--- src/rtl/pol_map_ser_pkg.sv ---
// Shared definitions for the pooling map serializer: default widths, FSM encoding, helpers.
package pol_map_ser_pkg;

    // Parameter defaults for the serializer and its slicer
    localparam int unsigned DEF_IDX_WIDTH            = 10;
    localparam int unsigned DEF_POOL_MAP_DEPTH_WIDTH = 5;
    localparam int unsigned DEF_ADDR_WIDTH           = 12;
    localparam int unsigned DEF_MAX_OUTSTD           = 2;

    // Job FSM encoding
    localparam int unsigned POL_STATE_W = 2;

    typedef enum logic [POL_STATE_W-1:0] {
        ST_IDLE = 2'd0,
        ST_RUN  = 2'd1,
        ST_DONE = 2'd2
    } polState_t;

    // In-flight read counter width; covers 0..4 outstanding reads
    localparam int unsigned INFLIGHT_W = 3;

    // Number of neighbour indices packed into one map word
    function automatic int unsigned mapIdxNum(input int unsigned depthWidth);
        return 32'(1) << depthWidth;
    endfunction

endpackage : pol_map_ser_pkg

--- src/rtl/pol_map_slicer.sv ---
// Holds one map word and walks its first K neighbour indices towards the pooling core.
module pol_map_slicer
    import pol_map_ser_pkg::*;
#(
    parameter  int unsigned IDX_WIDTH            = DEF_IDX_WIDTH,
    parameter  int unsigned POOL_MAP_DEPTH_WIDTH = DEF_POOL_MAP_DEPTH_WIDTH,
    localparam int unsigned MAP_IDX_NUM          = mapIdxNum(POOL_MAP_DEPTH_WIDTH)
) (
    input  logic                             clk,
    input  logic                             rst_n,
    input  logic [POOL_MAP_DEPTH_WIDTH-1:0]  cfgK,
    input  logic                             wordLoad,
    input  logic [IDX_WIDTH*MAP_IDX_NUM-1:0] wordIn,
    input  logic                             idxRdy,
    output logic [IDX_WIDTH-1:0]             idx,
    output logic                             idxVld,
    output logic                             lastIdxHs
);

    logic [MAP_IDX_NUM-1:0][IDX_WIDTH-1:0] wordReg;
    logic                                  wordVld;
    logic [POOL_MAP_DEPTH_WIDTH-1:0]       kCnt;
    logic                                  kLast;
    logic                                  idxHs;

    // Handshake decode; the last slice of a word frees the word register
    always_comb begin
        kLast     = (kCnt == (cfgK - POOL_MAP_DEPTH_WIDTH'(1)));
        idxHs     = wordVld & idxRdy;
        lastIdxHs = idxHs & kLast;
    end

    // Slice mux; index j of the word sits at bits [j*IDX_WIDTH +: IDX_WIDTH]
    always_comb begin
        idx    = wordReg[kCnt];
        idxVld = wordVld;
    end

    // Word register: a load in the same cycle as the last slice keeps the stream gapless
    always_ff @(posedge clk or negedge rst_n) begin
        if (!rst_n) begin
            wordReg <= '0;
            wordVld <= 1'b0;
        end else begin
            if (wordLoad) begin
                wordReg <= wordIn;
                wordVld <= 1'b1;
            end else if (lastIdxHs) begin
                wordVld <= 1'b0;
            end
        end
    end

    // Slice counter: advances per accepted index, wraps after slice K-1
    always_ff @(posedge clk or negedge rst_n) begin
        if (!rst_n) begin
            kCnt <= '0;
        end else if (idxHs) begin
            kCnt <= kLast ? '0 : kCnt + POOL_MAP_DEPTH_WIDTH'(1);
        end
    end

endmodule : pol_map_slicer

--- src/rtl/pol_map_ser.sv ---
// Pooling map serializer: fetches one map word per point and streams its K neighbour indices.
module pol_map_ser
    import pol_map_ser_pkg::*;
#(
    parameter  int unsigned IDX_WIDTH            = DEF_IDX_WIDTH,
    parameter  int unsigned POOL_MAP_DEPTH_WIDTH = DEF_POOL_MAP_DEPTH_WIDTH,
    parameter  int unsigned ADDR_WIDTH           = DEF_ADDR_WIDTH,
    parameter  int unsigned MAX_OUTSTD           = DEF_MAX_OUTSTD,
    localparam int unsigned MAP_IDX_NUM          = mapIdxNum(POOL_MAP_DEPTH_WIDTH)
) (
    input  logic                             clk,
    input  logic                             rst_n,
    // job configuration
    input  logic                             CfgVld,
    output logic                             CfgRdy,
    input  logic [POOL_MAP_DEPTH_WIDTH-1:0]  CfgK,
    input  logic [IDX_WIDTH-1:0]             CfgNip,
    input  logic [ADDR_WIDTH-1:0]            CfgBaseAddr,
    // map buffer read address
    output logic [ADDR_WIDTH-1:0]            MapRdAddr,
    output logic                             MapRdAddrVld,
    input  logic                             MapRdAddrRdy,
    // map buffer read data
    input  logic [IDX_WIDTH*MAP_IDX_NUM-1:0] MapRdDat,
    input  logic                             MapRdDatVld,
    output logic                             MapRdDatRdy,
    // neighbour index stream
    output logic [IDX_WIDTH-1:0]             Idx,
    output logic                             IdxVld,
    input  logic                             IdxRdy,
    // job completion
    output logic                             Done
);

    polState_t                       state;
    polState_t                       stateNxt;

    logic [POOL_MAP_DEPTH_WIDTH-1:0] kReg;
    logic [IDX_WIDTH-1:0]            nipReg;
    logic [ADDR_WIDTH-1:0]           baseReg;
    logic [IDX_WIDTH-1:0]            addrCnt;
    logic [IDX_WIDTH-1:0]            ptCnt;
    logic [INFLIGHT_W-1:0]           inflight;

    logic                            cfgAcc;
    logic                            addrHs;
    logic                            datHs;
    logic                            lastIdxHs;
    logic                            lastPt;

    // FSM state register
    always_ff @(posedge clk or negedge rst_n) begin
        if (!rst_n) begin
            state <= ST_IDLE;
        end else begin
            state <= stateNxt;
        end
    end

    // FSM next state and state-decoded outputs
    always_comb begin
        stateNxt     = state;
        CfgRdy       = 1'b0;
        Done         = 1'b0;
        MapRdAddrVld = 1'b0;
        unique case (state)
            ST_IDLE: begin
                CfgRdy = 1'b1;
                if (CfgVld) begin
                    // an empty job completes without touching the map buffer
                    stateNxt = ((CfgNip == '0) || (CfgK == '0)) ? ST_DONE : ST_RUN;
                end
            end
            ST_RUN: begin
                MapRdAddrVld = (addrCnt < nipReg) && (inflight < INFLIGHT_W'(MAX_OUTSTD));
                if (lastIdxHs && lastPt) begin
                    stateNxt = ST_DONE;
                end
            end
            ST_DONE: begin
                Done     = 1'b1;
                stateNxt = ST_IDLE;
            end
            default: begin
                stateNxt = ST_IDLE;
            end
        endcase
    end

    // Handshake decode; data with no read in flight is a stray beat and is dropped
    always_comb begin
        cfgAcc      = CfgVld & CfgRdy;
        addrHs      = MapRdAddrVld & MapRdAddrRdy;
        MapRdDatRdy = ~IdxVld | lastIdxHs;
        datHs       = MapRdDatVld & MapRdDatRdy & (inflight != '0);
        lastPt      = (ptCnt == (nipReg - IDX_WIDTH'(1)));
        MapRdAddr   = baseReg + ADDR_WIDTH'(addrCnt);
    end

    // Job configuration capture
    always_ff @(posedge clk or negedge rst_n) begin
        if (!rst_n) begin
            kReg    <= '0;
            nipReg  <= '0;
            baseReg <= '0;
        end else if (cfgAcc) begin
            kReg    <= CfgK;
            nipReg  <= CfgNip;
            baseReg <= CfgBaseAddr;
        end
    end

    // Read-address and completed-point counters
    always_ff @(posedge clk or negedge rst_n) begin
        if (!rst_n) begin
            addrCnt <= '0;
            ptCnt   <= '0;
        end else if (cfgAcc) begin
            addrCnt <= '0;
            ptCnt   <= '0;
        end else begin
            if (addrHs) begin
                addrCnt <= addrCnt + IDX_WIDTH'(1);
            end
            if (lastIdxHs) begin
                ptCnt <= ptCnt + IDX_WIDTH'(1);
            end
        end
    end

    // Outstanding read tracking; a simultaneous issue and return leaves it unchanged
    always_ff @(posedge clk or negedge rst_n) begin
        if (!rst_n) begin
            inflight <= '0;
        end else if (cfgAcc) begin
            inflight <= '0;
        end else begin
            unique case ({addrHs, datHs})
                2'b10:   inflight <= inflight + INFLIGHT_W'(1);
                2'b01:   inflight <= inflight - INFLIGHT_W'(1);
                default: inflight <= inflight;
            endcase
        end
    end

    // Word register, slice counter and slice mux
    pol_map_slicer #(
        .IDX_WIDTH            (IDX_WIDTH),
        .POOL_MAP_DEPTH_WIDTH (POOL_MAP_DEPTH_WIDTH)
    ) uSlicer (
        .clk       (clk),
        .rst_n     (rst_n),
        .cfgK      (kReg),
        .wordLoad  (datHs),
        .wordIn    (MapRdDat),
        .idxRdy    (IdxRdy),
        .idx       (Idx),
        .idxVld    (IdxVld),
        .lastIdxHs (lastIdxHs)
    );

endmodule : pol_map_ser

--- config.mk ---
export PLATFORM = sky130hd
export DESIGN_NAME = pol_map_ser
export DESIGN_NICKNAME = d
export VERILOG_FILES = /design/src/rtl/pol_map_ser_pkg.sv /design/src/rtl/pol_map_slicer.sv /design/src/rtl/pol_map_ser.sv
export SDC_FILE = /design/constraint.sdc
export NUM_CORES = 1
export LEC_CHECK = 0
export ABC_AREA = 1
export CAP_MARGIN = 5
export CORE_UTILIZATION = 45
export CTS_BUF_LIST = sky130_fd_sc_hd__clkbuf_2
export DETAILED_ROUTE_END_ITERATION = 8
export DONT_BUFFER_PORTS = 1
export GPL_TIMING_DRIVEN = 0
export SYNTH_ARGS = -nofsm -noshare
export SYNTH_HDL_FRONTEND = slang
export SYNTH_SLANG_ARGS = --single-unit
export TNS_END_PERCENT = 50
--- constraint.sdc ---
create_clock -name clk -period 4 [get_ports clk]
set_input_delay 0.4 -clock clk [delete_from_list [all_inputs] [get_ports clk]]
set_output_delay 0.4 -clock clk [all_outputs]
set_load 0.01 [all_outputs]
==> results of run 1 <==
kinds of logic after synthesis:
kind of cell / count (synthesis)
adder cells (fa/ha/maj): 26
buffers and inverters: 202
AO/OA/AOI/OAI: 330
flip-flops: 378
XOR/XNOR: 27
AND/OR/NAND/NOR: 499
multiplexers: 320
metrics by stage:
step / worst slack, ps / std cells / hold WS (ps) / utilization (%) / instance area, sq um
2_1_floorplan: 1560 / 1782 / 104 / - / 19600
3_3_place_gp: 382 / 2367 / 115 / 47.2 / 20300
3_5_place_dp: 362 / 2367 / 115 / 47.2 / 20300
==> results.json, run 1 <==
{
  "start_util_pct": 45.5,
  "post_cts_buffers": 0,
  "synth-compound-area-share_pct": 9.64,
  "dominantRegCellSynth": "dfrtp_1",
  "netlist-cell-type-count": 39,
  "synth_simple_gate_area_share_pct": 10.3,
  "htreeDepth": 3,
  "syn_avg_cell_area_sq_um": 11.0,
  "synth_adder_area_share_pct": 1.74,
  "synth.most_common_cell": "dfrtp_1",
  "cts_hold_buffers": 511,
  "synth_commonest_cells": "dfrtp_1 (378), mux2_4 (269), nor2_1 (207), o21ai_0 (205), nand2_1 (204)",
  "port_buffers": 0,
  "die_h_um": 211,
  "synth-seq-area-share_pct": 48.2,
  "pin_count": 380,
  "yosysWarnings": 0,
  "lastStage": "clock tree synthesis",
  "syn-cell-area_sq_um": 19600,
  "place_congestion": 0.866,
  "synthMuxAreaShare_pct": 23.5,
  "place_hpwl_mm": 46.8,
  "rows": 76,
  "synth_edf_count": 0,
  "synth.top_cells.by_area": "dfrtp_1 (48%), mux2_4 (21%), o21ai_0 (5.2%), nor2_1 (4.0%), nand2_1 (3.9%)",
  "netlist.area_leader.share_pct": 48.2,
  "cts_sinks": 378,
  "yosys.area.top_type": "dfrtp_1",
  "fp.dieW_um": 211,
  "async_flop_share_pct": 100,
  "synth-seq-cells": 378,
  "synth-xor-area-share_pct": 1.42,
  "postSynthCellCount": 1782,
  "cts_buffer_depth": 3,
  "numCtsBuffers": 104,
  "cts_resized": 45,
  "status": "aborted with a tool error",
  "synth_top_family_by_area": "multiplexers",
  "root_buffer": "clkbuf_2",
  "syn_nets": 2161,
  "first-error": "[ERROR RSZ-0060] Max buffer count reached."
}
==> run 2, diff against run 1 <==
- CORE_UTILIZATION: 45 -> 30
- CTS_BUF_LIST: sky130_fd_sc_hd__clkbuf_2 -> not set
- PLACE_DENSITY_LB_ADDON: not set -> 0.15
==> run 2 against run 1 <==
The flow now finishes, with violations (negative hold slack, max-slew violations); synthesized cell count is the same; area after synthesis is the same.
==> results.json, run 2 <==
{
  "path_cells": "buf_4 > clkbuf_2 > clkbuf_1 > nor2_1 > o22ai_1 > o211ai_1 > nand3_1 > o21ai_0 > inv_1",
  "viasPerCell": 4.94,
  "largest_register_ffs": 320,
  "die_h_um": 258,
  "ant_nets": 0,
  "hold_viol_final": 378,
  "async_flop_share_pct": 100,
  "cts_hold_buffers": 346,
  "netlist.area_leader.share_pct": 48.2,
  "netlist-cell-type-count": 39,
  "antenna_found_initial": 14,
  "skew_ps": 16.6,
  "post_cts_buffers": 0,
  "leakage_nw": 12.0,
  "synth-xor-area-share_pct": 1.42,
  "yosys.area.top_type": "dfrtp_1",
  "syn_avg_cell_area_sq_um": 11.0,
  "crit_start": "uSlicer.kCnt[0]$_DFFE_PN0P_",
  "synth_top_family_by_area": "multiplexers",
  "postSynthCellCount": 1782,
  "period_share_pct": 97.7,
  "violations": "negative hold slack, max-slew violations",
  "reg2reg_from": "uSlicer.kCnt[0]$_DFFE_PN0P_",
  "final_cell_mix": "dfrtp_1 (378), dlygate4sd3_1 (346), mux2_4 (269), nor2_1 (207), o21ai_0 (205)",
  "numCtsBuffers": 48,
  "grt_pass1_wl_mm": 110,
  "synthMuxAreaShare_pct": 23.5,
  "critical_path_arrival_ps": 3510,
  "clk_pin_slew_ps": 60,
  "first_pass_iters": 5,
  "cts_sinks": 378,
  "drive_above_1_share_pct": 20.0,
  "r2r-end": "inflight[2]$_DFFE_PN0P_",
  "setup_violations": 0,
  "cts_tree": "done",
  "status": "finished with violations",
  "largest-register": "uSlicer.wordReg",
  "coreArea_sq_um": 64600,
  "min_period_ps": 3910,
  "yosysWarnings": 0,
  "syn-cell-area_sq_um": 19600,
  "reg_top3": "uSlicer.wordReg (320), baseReg (12)",
  "pin_count": 380,
  "dieArea_sq_um": 66400,
  "crit_type": "reg2out",
  "setup_slack_ps": 91.9,
  "critPathMaxFanout": 10,
  "irDropWorstVdd_uv": 377,
  "worst_pin_slew_ps": 1990,
  "hold_slack_ps": -448,
  "r2r_slack_ps": 820,
  "dominantRegCellSynth": "dfrtp_1",
  "maxCapViolCount": 0,
  "synth_commonest_cells": "dfrtp_1 (378), mux2_4 (269), nor2_1 (207), o21ai_0 (205), nand2_1 (204)",
  "cts_buffer_depth": 3,
  "grt_max_degree": 379,
  "place_congestion": 0.828,
  "nets": 2557,
  "hold_class": "in2async",
  "wl_mm": 74.8,
  "rows": 93,
  "grt_overflow": 0,
  "clock_latency_ps": 590,
  "syn_to_final_growth_pct": 31.2,
  "drtIter0Drc": 889,
  "slew_headroom_pct": -32.7,
  "fp.dieW_um": 258,
  "synth.most_common_cell": "dfrtp_1",
  "synth-seq-cells": 378,
  "dr_total_vias": 15183,
  "end_kind": "output port",
  "synth.top_cells.by_area": "dfrtp_1 (48%), mux2_4 (21%), o21ai_0 (5.2%), nor2_1 (4.0%), nand2_1 (3.9%)",
  "dp_slack_ps": 64.0,
  "crit_path_end": "Idx[3]",
  "p_per_area_nw_per_um2": 800,
  "syn_nets": 2161,
  "reg2regPathDepth": 19,
  "htreeDepth": 2,
  "grt_pass1_vias": 16267,
  "synth_adder_area_share_pct": 1.74,
  "grt_usage_pct": 22.4,
  "root_buffer": "clkbuf_16",
  "drc": 0,
  "fmax_mhz": 256,
  "rsz0062_at_grt": "true",
  "place_hpwl_mm": 53.5,
  "cp_slowest_stage_delay_ps": 480,
  "synth_simple_gate_area_share_pct": 10.3,
  "synth_edf_count": 0,
  "final_common_cell": "dfrtp_1",
  "critPathSlowestCell": "o211ai_1",
  "cp-start-kind": "flip-flop",
  "routedWlPerCell_um": 24.3,
  "critPathRequiredTime_ps": 3600,
  "port_buffers": 0,
  "maxSlewViolCount": 162,
  "synth-compound-area-share_pct": 9.64,
  "fill_cells": 6317,
  "synth-seq-area-share_pct": 48.2,
  "start_util_pct": 30.4
}
==> run 2: cell counts after synthesis <==
Identical to the previous run, type by type.
==> run 2: worst max-delay path, delay by kind of cell (launching register included) <==
| family | cells | cell delay [ps] |
|---|---|---|
| AND/OR/NAND/NOR | 2 | 430 |
| flip-flops | 1 | 380 |
| buffers and inverters | 4 | 1110 |
| AO/OA/AOI/OAI | 3 | 980 |
==> run 2: layer usage <==
layer / GRT usage, % / vias to the layer above / share of wire (%)
met1: 29.7 / 7681 / 44
met5: 0 / - / 0.11
met4: 6.56 / 14 / 2.4
met3: 4.37 / 104 / 5.3
met2: 37.0 / 404 / 48
li1: - / 6980 / -
==> run 2: what timing repair did <==
item | in CTS | in global routing
resized for setup | 8 | 6
endpoints found under the hold margin | 724 | 378
endpoints found under the setup margin | 10 | 2
==> run 2: worst min path at each step <==
stage	startpoint	to	slack (ps)
after floorplan	rst_n	addrCnt[0]$_DFFE_PN0P_	100
after global routing	rst_n	uSlicer.wordReg[87]$_DFFE_PN0P_	-480
final	rst_n	uSlicer.wordReg[87]$_DFFE_PN0P_	-450
after detailed placement	rst_n	uSlicer.wordReg[88]$_DFFE_PN0P_	140
after CTS	rst_n	uSlicer.wordReg[115]$_DFFE_PN0P_	-510
after global placement	rst_n	uSlicer.wordReg[88]$_DFFE_PN0P_	140
==> run 2: area by class of cell <==
type | count | area [sq um] | area share (%)
Clock buffer | 79 | 1480 | 5.75
Multi-Input combinational cell | 1202 | 9150 | 35.5
Buffer | 111 | 678 | 2.63
Timing Repair Buffer | 346 | 3460 | 13.5
Inverter | 91 | 342 | 1.33
Tap cell | 855 | 1070 | 4.16
Antenna cell | 8 | 20.0 | 0.0778
Clock inverter | 5 | 78.8 | 0.306
Sequential cell | 378 | 9460 | 36.7
==> run 2: logic make-up after synthesis <==
family | after synthesis
flops | 378
simple gates | 499
xor+xnor | 27
fa+ha+maj | 26
mux | 320
buf+inv | 202
compound gates | 330
==> run 2: where the power goes <==
| group | internal (mW) | switching [mW] |
|---|---|---|
| combinational | 4.21 | 5.18 |
| clock | 2.63 | 1.75 |
| sequential | 5.68 | 1.16 |
| total | 12.5 | 8.08 |
==> run 2: through the flow <==
stage                     std cells  power (mW)  setup TNS (ps)  util, %  instance area [sq um]
final                          3075        20.6               0     39.9                  25700
after global routing           3073        21.9          -0.524     39.8                  25700
after CTS                      3067        20.8               0     39.8                  25700
after detailed placement       2637        15.9               0     32.0                  20700
after global placement         2637        15.8               0     32.0                  20700
after floorplan                1782        12.8               0        -                  19600
(Power assumes the default switching activity.)
==> run 3, diff against run 2 <==
- CORE_UTILIZATION: 30 -> 69
- CTS_CLUSTER_DIAMETER: not set -> 80
==> run 3 against run 2 <==
Sequential share of layout area is 5.5 points higher; via count rose by 0.97%; worst hold slack better by 20 ps; global-route usage rose by 21 points; fmax down 1.5%; routed wire length is 16% lower; highest routed layer unchanged; critical path depth stayed put; combinational power shrank 4.5%; clock power down 8.5%; the run ends with negative hold slack left; design area is 13% lower; power shrank 3.3%; non-clock buffer count down 261.
==> results.json, run 3 (synthesized netlist as in run 2, its figures left out) <==
{
  "start_util_pct": 70.4,
  "place_congestion": 0.961,
  "grt_pass1_wl_mm": 92.4,
  "drtIter0Drc": 1906,
  "wl_mm": 63.1,
  "final_common_cell": "dfrtp_1",
  "reg_top3": "uSlicer.wordReg (320), baseReg (12)",
  "cts_resized": 0,
  "syn_to_final_growth_pct": 14.1,
  "first_pass_iters": 8,
  "coreArea_sq_um": 27900,
  "hold_class": "in2async",
  "power_frac_seq_pct": 34.9,
  "crit_type": "reg2out",
  "drive_above_1_share_pct": 22.1,
  "critPathMaxFanout": 10,
  "cpMostUsedCell": "clkbuf_1",
  "final_cell_mix": "dfrtp_1 (378), mux2_4 (269), nor2_1 (207), o21ai_0 (205), nand2_1 (204)",
  "maxCapViolCount": 0,
  "cts_tree": "done",
  "largest_register_ffs": 320,
  "dr_total_vias": 15330,
  "violations": "negative hold slack",
  "rows": 61,
  "path_cells": "buf_4 > clkbuf_1 > clkbuf_1 > nor2_1 > o221ai_1 > o211ai_1 > nand3_1 > o21ai_0 > inv_1",
  "numCtsBuffers": 40,
  "p_int_mw": 12.1,
  "pwr-share-clk_pct": 20.1,
  "rsz0062_at_grt": "false",
  "maxSlewViolCount": 0,
  "fmax_mhz": 252,
  "nets": 2288,
  "die_h_um": 171,
  "cp-start-kind": "flip-flop",
  "worst_pin_slew_ps": 958,
  "min_period_ps": 3970,
  "end_kind": "output port",
  "p_switching_mw": 7.80,
  "grt_overflow": 0,
  "cts_sinks": 378,
  "viasPerCell": 6.59,
  "critPathRequiredTime_ps": 3600,
  "clock_latency_ps": 540,
  "irDropWorstVdd_uv": 564,
  "largest-register": "uSlicer.wordReg",
  "port_buffers": 0,
  "setup_violations": 0,
  "place_hpwl_mm": 42.7,
  "critPathSlowestCell": "clkbuf_1",
  "leakage_nw": 10.8,
  "slew_headroom_pct": 36.1,
  "pin_count": 380,
  "clk_pin_slew_ps": 60,
  "skew_ps": 23.1,
  "critical_path_arrival_ps": 3570,
  "cp_slowest_stage_delay_ps": 580,
  "grt_max_degree": 379,
  "sw_frac_of_total_pct": 39.1,
  "period_share_pct": 99.2,
  "p_per_area_nw_per_um2": 890,
  "cts_buffer_depth": 3,
  "fp.dieW_um": 171,
  "ant_nets": 0,
  "status": "finished with violations",
  "grt_usage_pct": 42.9,
  "setup_tns_ps": 0,
  "antenna_found_initial": 11,
  "hold_viol_final": 379,
  "grt_pass1_vias": 15715,
  "drc": 0,
  "htreeDepth": 2,
  "power_frac_comb_pct": 45.0,
  "dieArea_sq_um": 29100,
  "hold_slack_ps": -428,
  "routedWlPerCell_um": 27.1,
  "root_buffer": "clkbuf_16"
}
## run 3: cell types whose count changed in the layout (fill, tap and decap cells not counted), sizes merged
cell,delta
buf,-1
bufinv,+2
clkbuf,-15
clkinv,+1
diode,+1
dlygate4sd3,-260
## run 3: what timing repair did
action                     4_1_cts  5_1_grt
hold buffers                    79        7
setup endpoints to repair        1        0
buffers inserted                 0        0
hold endpoints to repair       457      385
## run 3: final cells by class
| cell class | instances | area, sq um |
|---|---|---|
| clock inverters | 8 | 151 |
| flip-flops and latches | 378 | 9460 |
| plain buffers | 110 | 661 |
| diodes | 9 | 22.5 |
| clock buffers | 64 | 1260 |
| repair buffers | 86 | 861 |
| inverters | 91 | 342 |
| multi-input cells | 1202 | 9150 |
| fillers | 1676 | 5480 |
| well taps | 378 | 473 |
## run 3: routing by layer
layer	GRT usage, %	vias to the layer above	wire (um)
met2	67.5	1063	29100
met5	0	-	34
li1	-	6427	-
met3	14.4	271	7300
met1	51.5	7563	22800
met4	25.1	6	3850
## run 3: worst max-delay path, delay by kind of cell (launching register included)
kind / cells / cell delay (ps)
buf+inv: 4 / 1520
compound gates: 3 / 840
flops: 1 / 360
simple gates: 2 / 310
## run 3: stage by stage
step / power (mW) / area, sq um / util (%) / worst slack [ps] / cells
final: 19.9 / 22400 / 80.3 / 31.1 / 2326
after CTS: 19.4 / 22300 / 80.0 / 155 / 2310
after detailed placement: 15.3 / 20100 / 72.1 / 617 / 2160
after floorplan: 12.8 / 19600 / - / 1560 / 1782
after global routing: 20.7 / 22400 / 80.3 / 4.49 / 2326
after global placement: 15.0 / 20100 / 72.1 / 675 / 2160
## run 3: worst paths after layout
path,slack (ps),start,to,cells after the start
min,-430,rst_n,nipReg[4]$_DFFE_PN0P_,0
max in group asynchronous,3660,rst_n,uSlicer.wordReg[288]$_DFFE_PN0P_,0
min reg2reg,500,baseReg[4]$_DFFE_PN0P_,baseReg[4]$_DFFE_PN0P_,2
min in group clk,0,MapRdDat[290],uSlicer.wordReg[290]$_DFFE_PN0P_,1
max,30,uSlicer.kCnt[0]$_DFFE_PN0P_,Idx[4],9
max reg2reg,780,uSlicer.kCnt[1]$_DFFE_PN0P_,inflight[2]$_DFFE_PN0P_,18
## run 3: power groups by stage
stage	clock network, mW	logic [mW]	registers, mW
finish	4.00	8.97	6.96
CTS	3.98	8.62	6.84
detailed placement	0	8.44	6.85
global route	4.13	9.46	7.07
global placement	0	8.17	6.78
floorplan	0	6.37	6.42
